<file path="src/rtl/dispatch_ctrl_pkg.sv">
// Shared types and encodings for the dispatch stage: decoded instruction record,
// opcodes that never write a destination register, and functional-unit steering codes.
package dispatch_ctrl_pkg;

   localparam logic [6:0] OP_STORE  = 7'b0100011;
   localparam logic [6:0] OP_BRANCH = 7'b1100011;

   localparam logic [1:0] FU_ALU    = 2'd0;
   localparam logic [1:0] FU_BRANCH = 2'd1;
   localparam logic [1:0] FU_LSU    = 2'd2;

   typedef struct packed {
      logic [6:0]  opcode;
      logic [4:0]  rd;
      logic [4:0]  rs1;
      logic [4:0]  rs2;
      logic [1:0]  fu;
      logic [11:0] imm;
   } decode_data;

   // x0 is hardwired and stores/branches have no destination, so none of them take a preg.
   function automatic logic writes_rd(decode_data d);
      return (d.rd != 5'd0) && (d.opcode != OP_STORE) && (d.opcode != OP_BRANCH);
   endfunction

endpackage

</file>
<file path="src/rtl/dispatch_ctrl_skid_fifo2.sv">
// Two-entry skid FIFO, generic over element type. Caller guarantees push only when
// count != 2 and pop only when count != 0; flush empties it on the next edge.
module skid_fifo2 #(
   parameter type T = logic
) (
   input  logic       clk,
   input  logic       reset,
   input  logic       flush,
   input  logic       push,
   input  T           push_data,
   input  logic       pop,
   output logic [1:0] count,
   output T           head
);

   T     mem [2];
   logic wr_ptr;
   logic rd_ptr;

   always_ff @(posedge clk or posedge reset) begin
      if (reset) begin
         wr_ptr <= 1'b0;
         rd_ptr <= 1'b0;
         count  <= 2'd0;
      end else if (flush) begin
         wr_ptr <= 1'b0;
         rd_ptr <= 1'b0;
         count  <= 2'd0;
      end else begin
         if (push) wr_ptr <= ~wr_ptr;
         if (pop)  rd_ptr <= ~rd_ptr;
         case ({push, pop})
            2'b10:   count <= count + 2'd1;
            2'b01:   count <= count - 2'd1;
            default: count <= count;
         endcase
      end
   end

   // Storage is deliberately left out of reset; validity is tracked by count alone.
   always_ff @(posedge clk) begin
      if (push) mem[wr_ptr] <= push_data;
   end

   assign head = mem[rd_ptr];

endmodule

</file>
<file path="src/rtl/dispatch_ctrl.sv">
// Dispatch stage: buffers decoded instructions, steers the head to a reservation station
// and allocates ROB/free-list resources. Optional perf counters under DISPATCH_PERF_EN.
module dispatch_ctrl
   import dispatch_ctrl_pkg::*;
#(
   parameter int N_RS   = 3,
   parameter int PREG_W = 7,
   parameter int ROB_W  = 5
) (
   input  logic              clk,
   input  logic              reset,
   input  logic              flush,
   input  logic              valid_in,
   output logic              ready_in,
   input  decode_data        data_in,
   output logic [N_RS-1:0]   rs_valid,
   input  logic [N_RS-1:0]   rs_ready,
   output decode_data        rs_data,
   output logic              rob_alloc,
   input  logic              rob_ready,
   input  logic [ROB_W-1:0]  rob_tag,
   output logic [ROB_W-1:0]  disp_rob_tag,
   output logic              fl_pop,
   input  logic              fl_empty,
   input  logic [PREG_W-1:0] fl_preg,
   output logic [PREG_W-1:0] disp_prd
`ifdef DISPATCH_PERF_EN
   ,
   output logic [31:0]       perf_stall_cycles,
   output logic [31:0]       perf_dispatched
`endif
);

   logic [1:0]  fifo_count;
   decode_data  head;
   logic        head_v;
   logic        accept;
   logic        fire;
   logic        needs_rd;
   logic        rs_sel_ready;

   skid_fifo2 #(.T(decode_data)) u_fifo (
      .clk       (clk),
      .reset     (reset),
      .flush     (flush),
      .push      (accept),
      .push_data (data_in),
      .pop       (fire),
      .count     (fifo_count),
      .head      (head)
   );

   assign ready_in = (fifo_count != 2'd2);
   assign accept   = valid_in && ready_in && !flush;
   assign head_v   = (fifo_count != 2'd0);
   assign needs_rd = writes_rd(head);

   // An out-of-range fu selects no RS, so it never fires.
   always_comb begin
      rs_sel_ready = 1'b0;
      for (int i = 0; i < N_RS; i++) begin
         if (int'(head.fu) == i) rs_sel_ready = rs_ready[i];
      end
   end

   assign fire = head_v && !flush && rs_sel_ready && rob_ready && (!needs_rd || !fl_empty);

   always_comb begin
      rs_valid = '0;
      for (int i = 0; i < N_RS; i++) begin
         rs_valid[i] = fire && (int'(head.fu) == i);
      end
   end

   assign rob_alloc    = fire;
   assign fl_pop       = fire && needs_rd;
   assign rs_data      = head;
   assign disp_rob_tag = rob_tag;
   assign disp_prd     = needs_rd ? fl_preg : '0;

`ifdef DISPATCH_PERF_EN
   always_ff @(posedge clk or posedge reset) begin
      if (reset) begin
         perf_stall_cycles <= 32'd0;
         perf_dispatched   <= 32'd0;
      end else begin
         if (fire)                      perf_dispatched   <= perf_dispatched + 32'd1;
         if (head_v && !fire && !flush) perf_stall_cycles <= perf_stall_cycles + 32'd1;
      end
   end
`endif

endmodule

</file>
<file path="config.mk">
export PLATFORM = sky130hd
export DESIGN_NAME = dispatch_ctrl
export DESIGN_NICKNAME = d
export VERILOG_FILES = /design/src/rtl/dispatch_ctrl_pkg.sv /design/src/rtl/dispatch_ctrl_skid_fifo2.sv /design/src/rtl/dispatch_ctrl.sv
export SDC_FILE = /design/constraint.sdc
export NUM_CORES = 1
export LEC_CHECK = 0
export CORE_UTILIZATION = 35
export CTS_CLUSTER_SIZE = 14
export DETAILED_ROUTE_END_ITERATION = 16
export PLACE_DENSITY = 0.65
export SLEW_MARGIN = 40
export SYNTH_ARGS = -nofsm -noshare
export SYNTH_HDL_FRONTEND = slang
export SYNTH_SLANG_ARGS = --single-unit
</file>
<file path="constraint.sdc">
create_clock -name clk -period 5.1 [get_ports clk]
set_clock_uncertainty 0.1 [all_clocks]
set_input_delay 1.02 -clock clk [delete_from_list [all_inputs] [get_ports clk]]
set_output_delay 1.02 -clock clk [all_outputs]
set_load 0.01 [all_outputs]
</file>
# ---- Yosys cells after proc, flatten, opt, wreduce, memory -nomap -nowiden
# Memory sizes are Yosys's and may differ from the RTL's.
# Index checks and enable logic that the tools add are counted.
dict set report totals {
  regBits 4
  latchBits 0
  ram_bits 72
  rom_bits 0
  elab_cells 49
  n_memories 1
}
# memory words width rd rd_ports_with_merged_regs write_ports line
set memory_table {}
lappend memory_table {u_fifo.mem 2 36 1 0 1 dispatch_ctrl_skid_fifo2.sv:16} ;# T mem [2];
dict set report classes {
  add_sub_neg 2
  n_mul 0
  div_mod_pow 0
  order_cmp 0
  n_eq_ne 7
  shifts 0
  muxes 12
  bitwise 2
  reduce_logical 22
}
# operator count
set op_table {}
lappend op_table {{logical AND 1 bit} 12}
lappend op_table {{two-way mux 1 bit} 9}
lappend op_table {{two-way mux 7 bit} 1}
lappend op_table {{!= test 7 x 6 -> 1 bit, second input constant} 1}
lappend op_table {{!= test 7 bit, second input constant} 1}
lappend op_table {{equality test 2 bit, second input constant} 3}
lappend op_table {{nonzero test 2 bit} 3}
lappend op_table {{nonzero test 5 bit} 1}
lappend op_table {{one-hot mux 2 bit (2 select lines)} 1}
lappend op_table {{logical NOT 1 bit} 3}
lappend op_table {{nonzero test 3 bit} 1}
lappend op_table {{adder 2 x 1 -> 2 bit, second input constant} 1}
lappend op_table {{equality test 2 x 1 -> 1 bit, second input constant} 1}
lappend op_table {{logical NOT 2 bit} 1}
lappend op_table {{two-way mux 2 bit} 1}
lappend op_table {{!= test 2 bit, second input constant} 1}
lappend op_table {{inverter 1 bit} 2}
lappend op_table {{subtractor 2 x 1 -> 2 bit, second input constant} 1}
lappend op_table {{logical OR 1 bit} 1}

# ---- Longest topological paths before layout
# Gate-level depths: netlist of run 1.
# An unclocked memory read counts as a cell.
dict set report logic_depth {
  ltp_word 11
  mapped_depth 8
}

# ---- Cells and area by module
# From an unflattened synthesis of run 1, not the netlist that was laid out.
dict set report hier_totals {
  cells_unflattened 164
  area_unflattened_um2 3180.6
}
# mod instances cells_each area_per_inst_um2 seq_area_each_um2
set modules_own_cells {}
lappend modules_own_cells {skid_fifo2 1 132 2934.1 2262.2}
lappend modules_own_cells {dispatch_ctrl 1 32 246.5 0.0}

# ---- Least setup slack after synthesis of run 1
# OpenSTA, ideal clock, no wires.
dict set report synth_path {
  path_type {input to register}
  from {input flush}
  to {memory u_fifo.mem[1][0] (netlist name) (enable)}
  setup_time_ns 0.482
  arrival_time_ns 3.891
  setup_slack_ns 0.627
  stages 2
  path_cell_list {buf_1 nor3b_1}
}
dict set report synth_via {
  elab_chain_len 4
}
# item line
set synth_rtl {}
lappend synth_rtl {{from (decl)} dispatch_ctrl.sv:12} ;# input logic flush,
lappend synth_rtl {{logical NOT 1 bit} dispatch_ctrl.sv:54} ;# assign accept = valid_in && ready_in && !flush;
lappend synth_rtl {{logical AND 1 bit} dispatch_ctrl.sv:54}
lappend synth_rtl {{two-way mux 1 bit} dispatch_ctrl_skid_fifo2.sv:42} ;# if (push) mem[wr_ptr] <= push_data;
lappend synth_rtl {{two-way mux 1 bit (not written as such)} dispatch_ctrl_skid_fifo2.sv:42}
lappend synth_rtl {{to (decl)} dispatch_ctrl_skid_fifo2.sv:16}
# No other way between the ends.

# ---- Worst setup path after layout of run 1
dict set report layout_path {
  from {input flush}
  to {output rs_valid[1]}
}
dict set report layout_via {
  elab_chain_len 6
}
# item line
set layout_rtl {}
lappend layout_rtl {{logical NOT 1 bit} dispatch_ctrl.sv:66} ;# assign fire = head_v && !flush && rs_sel_ready && rob_ready && (!needs_rd || !fl_empty);
lappend layout_rtl {{logical AND 1 bit (4 in series)} dispatch_ctrl.sv:66}
lappend layout_rtl {{logical AND 1 bit} dispatch_ctrl.sv:71} ;# rs_valid[i] = fire && (int'(head.fu) == i);
lappend layout_rtl {{to (decl)} dispatch_ctrl.sv:16} ;# output logic [N_RS-1:0] rs_valid,
# No other way between the ends.

==> impl_metrics.yaml, run 1 <==
outcome:
  status: "finished, final reports clean"
floorplanning:
  rows: 33
  core_um2: 8382
  die_height_um: 96.08
  start_util_pct: 36.96
  die_x_um: 96.08
  dieArea_um2: 9231
  ios: 111
sta:
  tightestPinTransition_ns: 0.5567
  setup_violations: 0
  tns_ns: 0
  rsz0062_at_grt: "false"
  whs_ns: 0.4982
  slew_violations: 0
  min_period_ns: 4.103
  max_freq_ghz: 0.2437
  relSlewSlack_pct: 62.89
  hold_viol_final: 0
  final.period_utilization_pct: 80.45
worst_setup_path:
  crit_arrival_ns: 2.98
  regToRegSetupSlack_ns: 2.65
  worst-path-buf-inv: 3
  critPathSlowestCell: "clkdlybuf4s50_1"
  worstSetupStartpointType: "input pin"
  cp_top_family: "buffers and inverters"
  worst_setup_path_end_kind: "output port"
  cpMostUsedCell: "clkdlybuf4s50_1"
  cp_data_required_time_ns: 3.98
  cp_max_fo: 8
  path_cells: "clkdlybuf4s50_1 -> nor3b_1 -> o211ai_2 -> a21o_4 -> clkinv_8 -> and3_1 -> clkdlybuf4s50_1"
  crit_type: "input pin to output port"
  slowest_delay_ns: 0.56
detailed_routing:
  routed_wl_um: 5933
  firstDrtPassIters: 4
  detail-route-antenna-nets: 0
  viasPerCell: 4.757
  drc: 0
  vias: 1841
  wl_per_cell_um: 15.33
  drt_iter0_drc: 53
global_route:
  gr-total-overflow: 0
  track_usage_pct: 13.38
  grt_pass1_wl_um: 8859
  grt_pass1_vias: 1795
  grt_max_degree: 37
  antenna_found_initial: 0
pwr:
  finalPower_mw: 1.321
  p_per_area_nw_per_um2: 301.3
  power.leakage_nw: 1.502
  irDropWorstVdd_mv: 0.1991
placed_design:
  dp_hpwl_um: 3843
  gp_congestion: 0.7064
  place_inst: 372
  port_buffers: 100
layout:
  synthToLayoutAreaGrowth_pct: 41.52
  num_antenna_cells: 0
  final_nets: 335
  fillers: 723
  final_layout_size_suffix_gt1_share_pct: 24.11
  final_cells: 387
clock_tree:
  cts_root_buf: "clkbuf_8"
  clkLatencyLatePin_ns: 0.34
  cts_setup_buffers: 0
  htreeDepth: 3
  numCtsBuffers: 9
  holdBufCountCts: 0
  clkSinkCount: 76
  path_clk_slew_ns: 0.08
  clock_path_buffers: 2
  cts_tree: "built"
  cts-resized-gates: 0
synthesis:
  seq_area_frac_synth_pct: 73.02
  ys_ff_latch: 76
  synth_edf_count: 72
  yosysTopAreaCellShare_pct: 69.79
  syn_area_per_cell_um2: 17.80
  synth.area.top_cells: "edfxtp_1 (70%), mux2_2 (12%), dfrtp_1 (3.2%), and3_2 (1.5%), buf_4 (1.5%)"
  synthCells: 174
  synth_area_um2: 3098
  yosys_most_used_dff: "edfxtp_1"
  synthArstFlopShare_pct: 5.263
  synth_common_cells: "edfxtp_1 (72), mux2_2 (33), and3_2 (6), buf_4 (6), nor2_1 (5)"
  synthMostInstantiatedCell: "edfxtp_1"
  ys_types: 33
  yosysTopAreaCell: "edfxtp_1"
  syn_nets: 231
  ys_warn_count: 0
hold_path:
  hold_class: "register to register"
flow_run:
  cap_viol_max_count: 0
==> cells in the final DEF, fill, tap and decap left out, drive strengths merged <==
| master | n |
|---|---|
| a21o | 2 |
| a31oi | 1 |
| a32o | 1 |
| and2 | 1 |
| and3 | 8 |
| buf | 3 |
| bufinv | 1 |
| clkbuf | 9 |
| clkdlybuf4s50 | 100 |
| clkinv | 6 |
| dfrtp | 4 |
| edfxtp | 72 |
| inv | 4 |
| mux2 | 34 |
| mux2i | 4 |
| nand2 | 4 |
| nand2b | 3 |
| nor2 | 5 |
| nor2b | 1 |
| nor3 | 4 |
| nor3b | 3 |
| nor4 | 3 |
| o211ai | 1 |
| o21ai | 2 |
| o2bb2ai | 1 |
| or2 | 1 |
| or4 | 1 |
| xnor2 | 1 |
| xor2 | 2 |
==> where the power goes <==
group,switching (mW),internal (mW),total [mW]
combinational,0.0645,0.0994,0.164
clock,0.209,0.219,0.428
sequential,0.0115,0.717,0.729
==> path summary, 6_finish.rpt <==
kind / from / endpoint / cells past startpoint
min in group asynchronous: reset / u_fifo.wr_ptr$_DFFE_PP0P_ / 2
min: u_fifo.wr_ptr$_DFFE_PP0P_ / u_fifo.wr_ptr$_DFFE_PP0P_ / 2
min reg2reg: u_fifo.wr_ptr$_DFFE_PP0P_ / u_fifo.wr_ptr$_DFFE_PP0P_ / 2
max reg2reg: u_fifo.rd_ptr$_DFFE_PP0P_ / u_fifo.count[1]$_DFFE_PP0P_ / 8
max in group asynchronous: reset / u_fifo.rd_ptr$_DFFE_PP0P_ / 2
max: flush / rs_valid[1] / 7
==> sequential cells by signal (all words and copies together), names as in the netlist <==
register,flops
u_fifo.wr_ptr,1
u_fifo.rd_ptr,1
u_fifo.count,2
u_fifo.mem,72
==> worst min-delay path, delay by kind of cell (launching register included) <==
| kind | cells | cell delay [ns] |
|---|---|---|
| xor+xnor | 1 | 0.08 |
| flops | 1 | 0.39 |
| simple gates | 1 | 0.09 |
==> per-stage QoR <==
stage / setup slack [ns] / util (%) / instance area [µm²]
after floorplan: 0.6271 / - / 3098
after global routing: 0.8544 / 52.31 / 4384
after global placement: 1.015 / 50.16 / 4204
after CTS: 0.9863 / 52.31 / 4384
after detailed placement: 0.9810 / 50.16 / 4204
final: 0.9970 / 52.31 / 4384
==> final cells by class <==
type	instances	area, µm²	share of cell area [%]
Multi-Input combinational cell	83	754.5	17.21
Inverter	5	31.28	0.7135
Timing Repair Buffer	103	1023	23.34
Clock inverter	6	56.30	1.284
Tap cell	105	131.4	2.997
Clock buffer	9	123.9	2.825
Sequential cell	76	2263	51.63
==> metal layers <==
layer  global-route usage, %  vias up  part of all wire (%)
met5                       0        -                     0
met2                   22.87       79                    48
li1                        -      871                     -
met4                   5.348        0                   1.5
met3                   4.976       13                   8.1
met1                   15.07      878                    42
==> logic make-up (layout without fill, tap and decap cells) <==
kind of cell / count (synthesis) / count (layout) / synth area share, %
simple gates: 34 / 34 / 6.745
flops: 76 / 76 / 73.02
compound gates: 8 / 8 / 2.665
mux: 38 / 38 / 13.77
buf+inv: 15 / 123 / 2.948
xor+xnor: 3 / 3 / 0.8483
(Power assumes the default switching activity.)
==> run 2: changes to the inputs <==
clock period = 4 ns   (was 5.1 ns; I/O delays follow)
==> run 2 against run 1 <==
Compared with the run above: worst hold slack improved by 0.012 ns; utilization is 1.4 points higher; clock power is 73% higher; total power rose by 43%; highest routed layer unchanged.
==> impl_metrics.yaml, run 2 (synthesis gave the netlist of run 1 again) <==
detailed_routing:
  wl_per_cell_um: 14.84
  firstDrtPassIters: 4
  drt_iter0_drc: 41
  viasPerCell: 4.745
  detail-route-antenna-nets: 0
  vias: 1860
  drc: 0
  routed_wl_um: 5816
worst_setup_path:
  cp_data_required_time_ns: 3.10
  worst-path-buf-inv: 3
  cp_top_family: "buffers and inverters"
  worst_setup_path_end_kind: "output port"
  worstSetupStartpointType: "register"
  crit_arrival_ns: 2.84
  crit_type: "register to output port"
  path_cells: "buf_4 -> nor2b_1 -> a32o_1 -> o21ai_1 -> and2_4 -> a21o_4 -> clkinv_8 -> and3_1 -> clkdlybuf4s50_1"
  critPathSlowestCell: "dfrtp_2"
  cp_max_fo: 15
  slowest_delay_ns: 0.57
layout:
  synthToLayoutAreaGrowth_pct: 45.32
  final_nets: 339
  final_cells: 392
  final_cell_mix: "clkdlybuf4s50_1 (100), edfxtp_1 (72), mux2_2 (33)"
  largest_register: "u_fifo.mem"
  layout_commonest_cell: "clkdlybuf4s50_1"
  final_core_util_pct: 53.71
  reg_top3: "u_fifo.mem (72), u_fifo.count (2)"
  final_layout_size_suffix_gt1_share_pct: 25.09
  fillers: 706
  largest_register_ffs: 72
  num_antenna_cells: 0
placed_design:
  place_inst: 376
  port_buffers: 100
  gp_congestion: 0.7457
  place_ws_ns: 0.3576
  dp_hpwl_um: 4213
clock_tree:
  clock_path_buffers: 2
  clkLatencyLatePin_ns: 0.34
  htreeDepth: 3
  path_clk_slew_ns: 0.08
  clkSinkCount: 76
  holdBufCountCts: 0
  cts_root_buf: "clkbuf_8"
  numCtsBuffers: 9
  cts-resized-gates: 0
  cts_setup_buffers: 0
  cts_tree: "built"
floorplanning:
  dieArea_um2: 9231
  die_height_um: 96.08
  rows: 33
  core_um2: 8382
  ios: 111
  start_util_pct: 36.96
  die_x_um: 96.08
pwr:
  irDropWorstVdd_mv: 0.2281
  power.leakage_nw: 1.559
  p_per_area_nw_per_um2: 418.4
sta:
  layout_setup_ws_ns: 0.2623
  whs_ns: 0.5100
  min_period_ns: 3.738
  relSlewSlack_pct: 68.87
  slew_violations: 0
  hold_viol_final: 0
  tightestPinTransition_ns: 0.4638
  setup_violations: 0
  final.period_utilization_pct: 93.44
  rsz0062_at_grt: "false"
  tns_ns: 0
  max_freq_ghz: 0.2675
global_route:
  gr-total-overflow: 0
  grt_max_degree: 20
  track_usage_pct: 13.75
  grt_pass1_wl_um: 9018
  antenna_found_initial: 0
  grt_pass1_vias: 1925
hold_path:
  hold_class: "register to register"
outcome:
  status: "finished, final reports clean"
flow_run:
  cap_viol_max_count: 0
run 2: cell types whose count changed in the layout (fill, tap and decap cells not counted):
| cell | delta |
|---|---|
| bufinv_16 | +3 |
| clkinv_2 | -2 |
| clkbuf_1 | +2 |
| clkinv_4 | -1 |
| nor3b_2 | -1 |
| buf_4 | +4 |
| clkinv_1 | -1 |
| nor3_4 | +1 |
| nor3_2 | -1 |
| nor3b_4 | +1 |
run 2: final timing paths:
path	startpoint	to	slack, ns	cells after the start
setup / recovery	u_fifo.rd_ptr$_DFFE_PP0P_	rs_valid[1]	0.26	9
min in group asynchronous	reset	u_fifo.count[0]$_DFFE_PP0P_	0.53	2
max in group asynchronous	reset	u_fifo.rd_ptr$_DFFE_PP0P_	3.11	2
setup reg to reg	u_fifo.rd_ptr$_DFFE_PP0P_	u_fifo.count[1]$_DFFE_PP0P_	1.68	9
hold reg to reg	u_fifo.count[1]$_DFFE_PP0P_	u_fifo.count[1]$_DFFE_PP0P_	0.51	2
hold / removal	u_fifo.count[1]$_DFFE_PP0P_	u_fifo.count[1]$_DFFE_PP0P_	0.51	2
run 2: layer usage:
metal / GRT usage, % / up-vias / wire, µm
li1: - / 881 / -
met1: 14.74 / 895 / 2291
met2: 23.64 / 72 / 2884
met3: 4.581 / 12 / 495
met4: 7.836 / 0 / 144
met5: 0 / - / 0
run 2: layout make-up:
cell class / count / area, µm² / area share, %
Sequential cell: 76 / 2263 / 50.28
Tap cell: 105 / 131.4 / 2.918
Inverter: 5 / 31.28 / 0.6948
Multi-Input combinational cell: 83 / 767.0 / 17.04
Timing Repair Buffer: 107 / 1054 / 23.40
Clock buffer: 11 / 131.4 / 2.918
Clock inverter: 5 / 123.9 / 2.752
run 2: report_power, final:
part | leakage (nW) | internal, mW | total (mW) | switching (mW)
registers | 0.712 | 0.914 | 0.928 | 0.0143
logic | 0.722 | 0.131 | 0.216 | 0.0852
clock network | 0.125 | 0.476 | 0.739 | 0.263
run 2: stage by stage:
step / instance area (µm²) / total power, mW
6_report: 4502 / 1.884
5_1_grt: 4502 / 1.957
4_1_cts: 4502 / 1.904
3_5_place_dp: 4247 / 1.165
3_3_place_gp: 4247 / 1.161
2_1_floorplan: 3108 / 1.034
run 2: worst reg2reg max path, stage by stage, from the launching register on:
cell and delay [ns]:
dfrtp_2 0.57, buf_4 0.26, nor2b_1 0.08, a32o_1 0.20, o21ai_1 0.26, and2_4 0.24, a21o_4 0.16, clkinv_8 0.06
mux2i_1 0.19, o2bb2ai_2 0.12
==> run 3: changes to the inputs <==
GPL_ROUTABILITY_DRIVEN = 0   (was default)
SKIP_CTS_REPAIR_TIMING = 1   (was default)
==> results of run 3 <==
The final DEF is identical to that of run 2; final timing and power are the same.
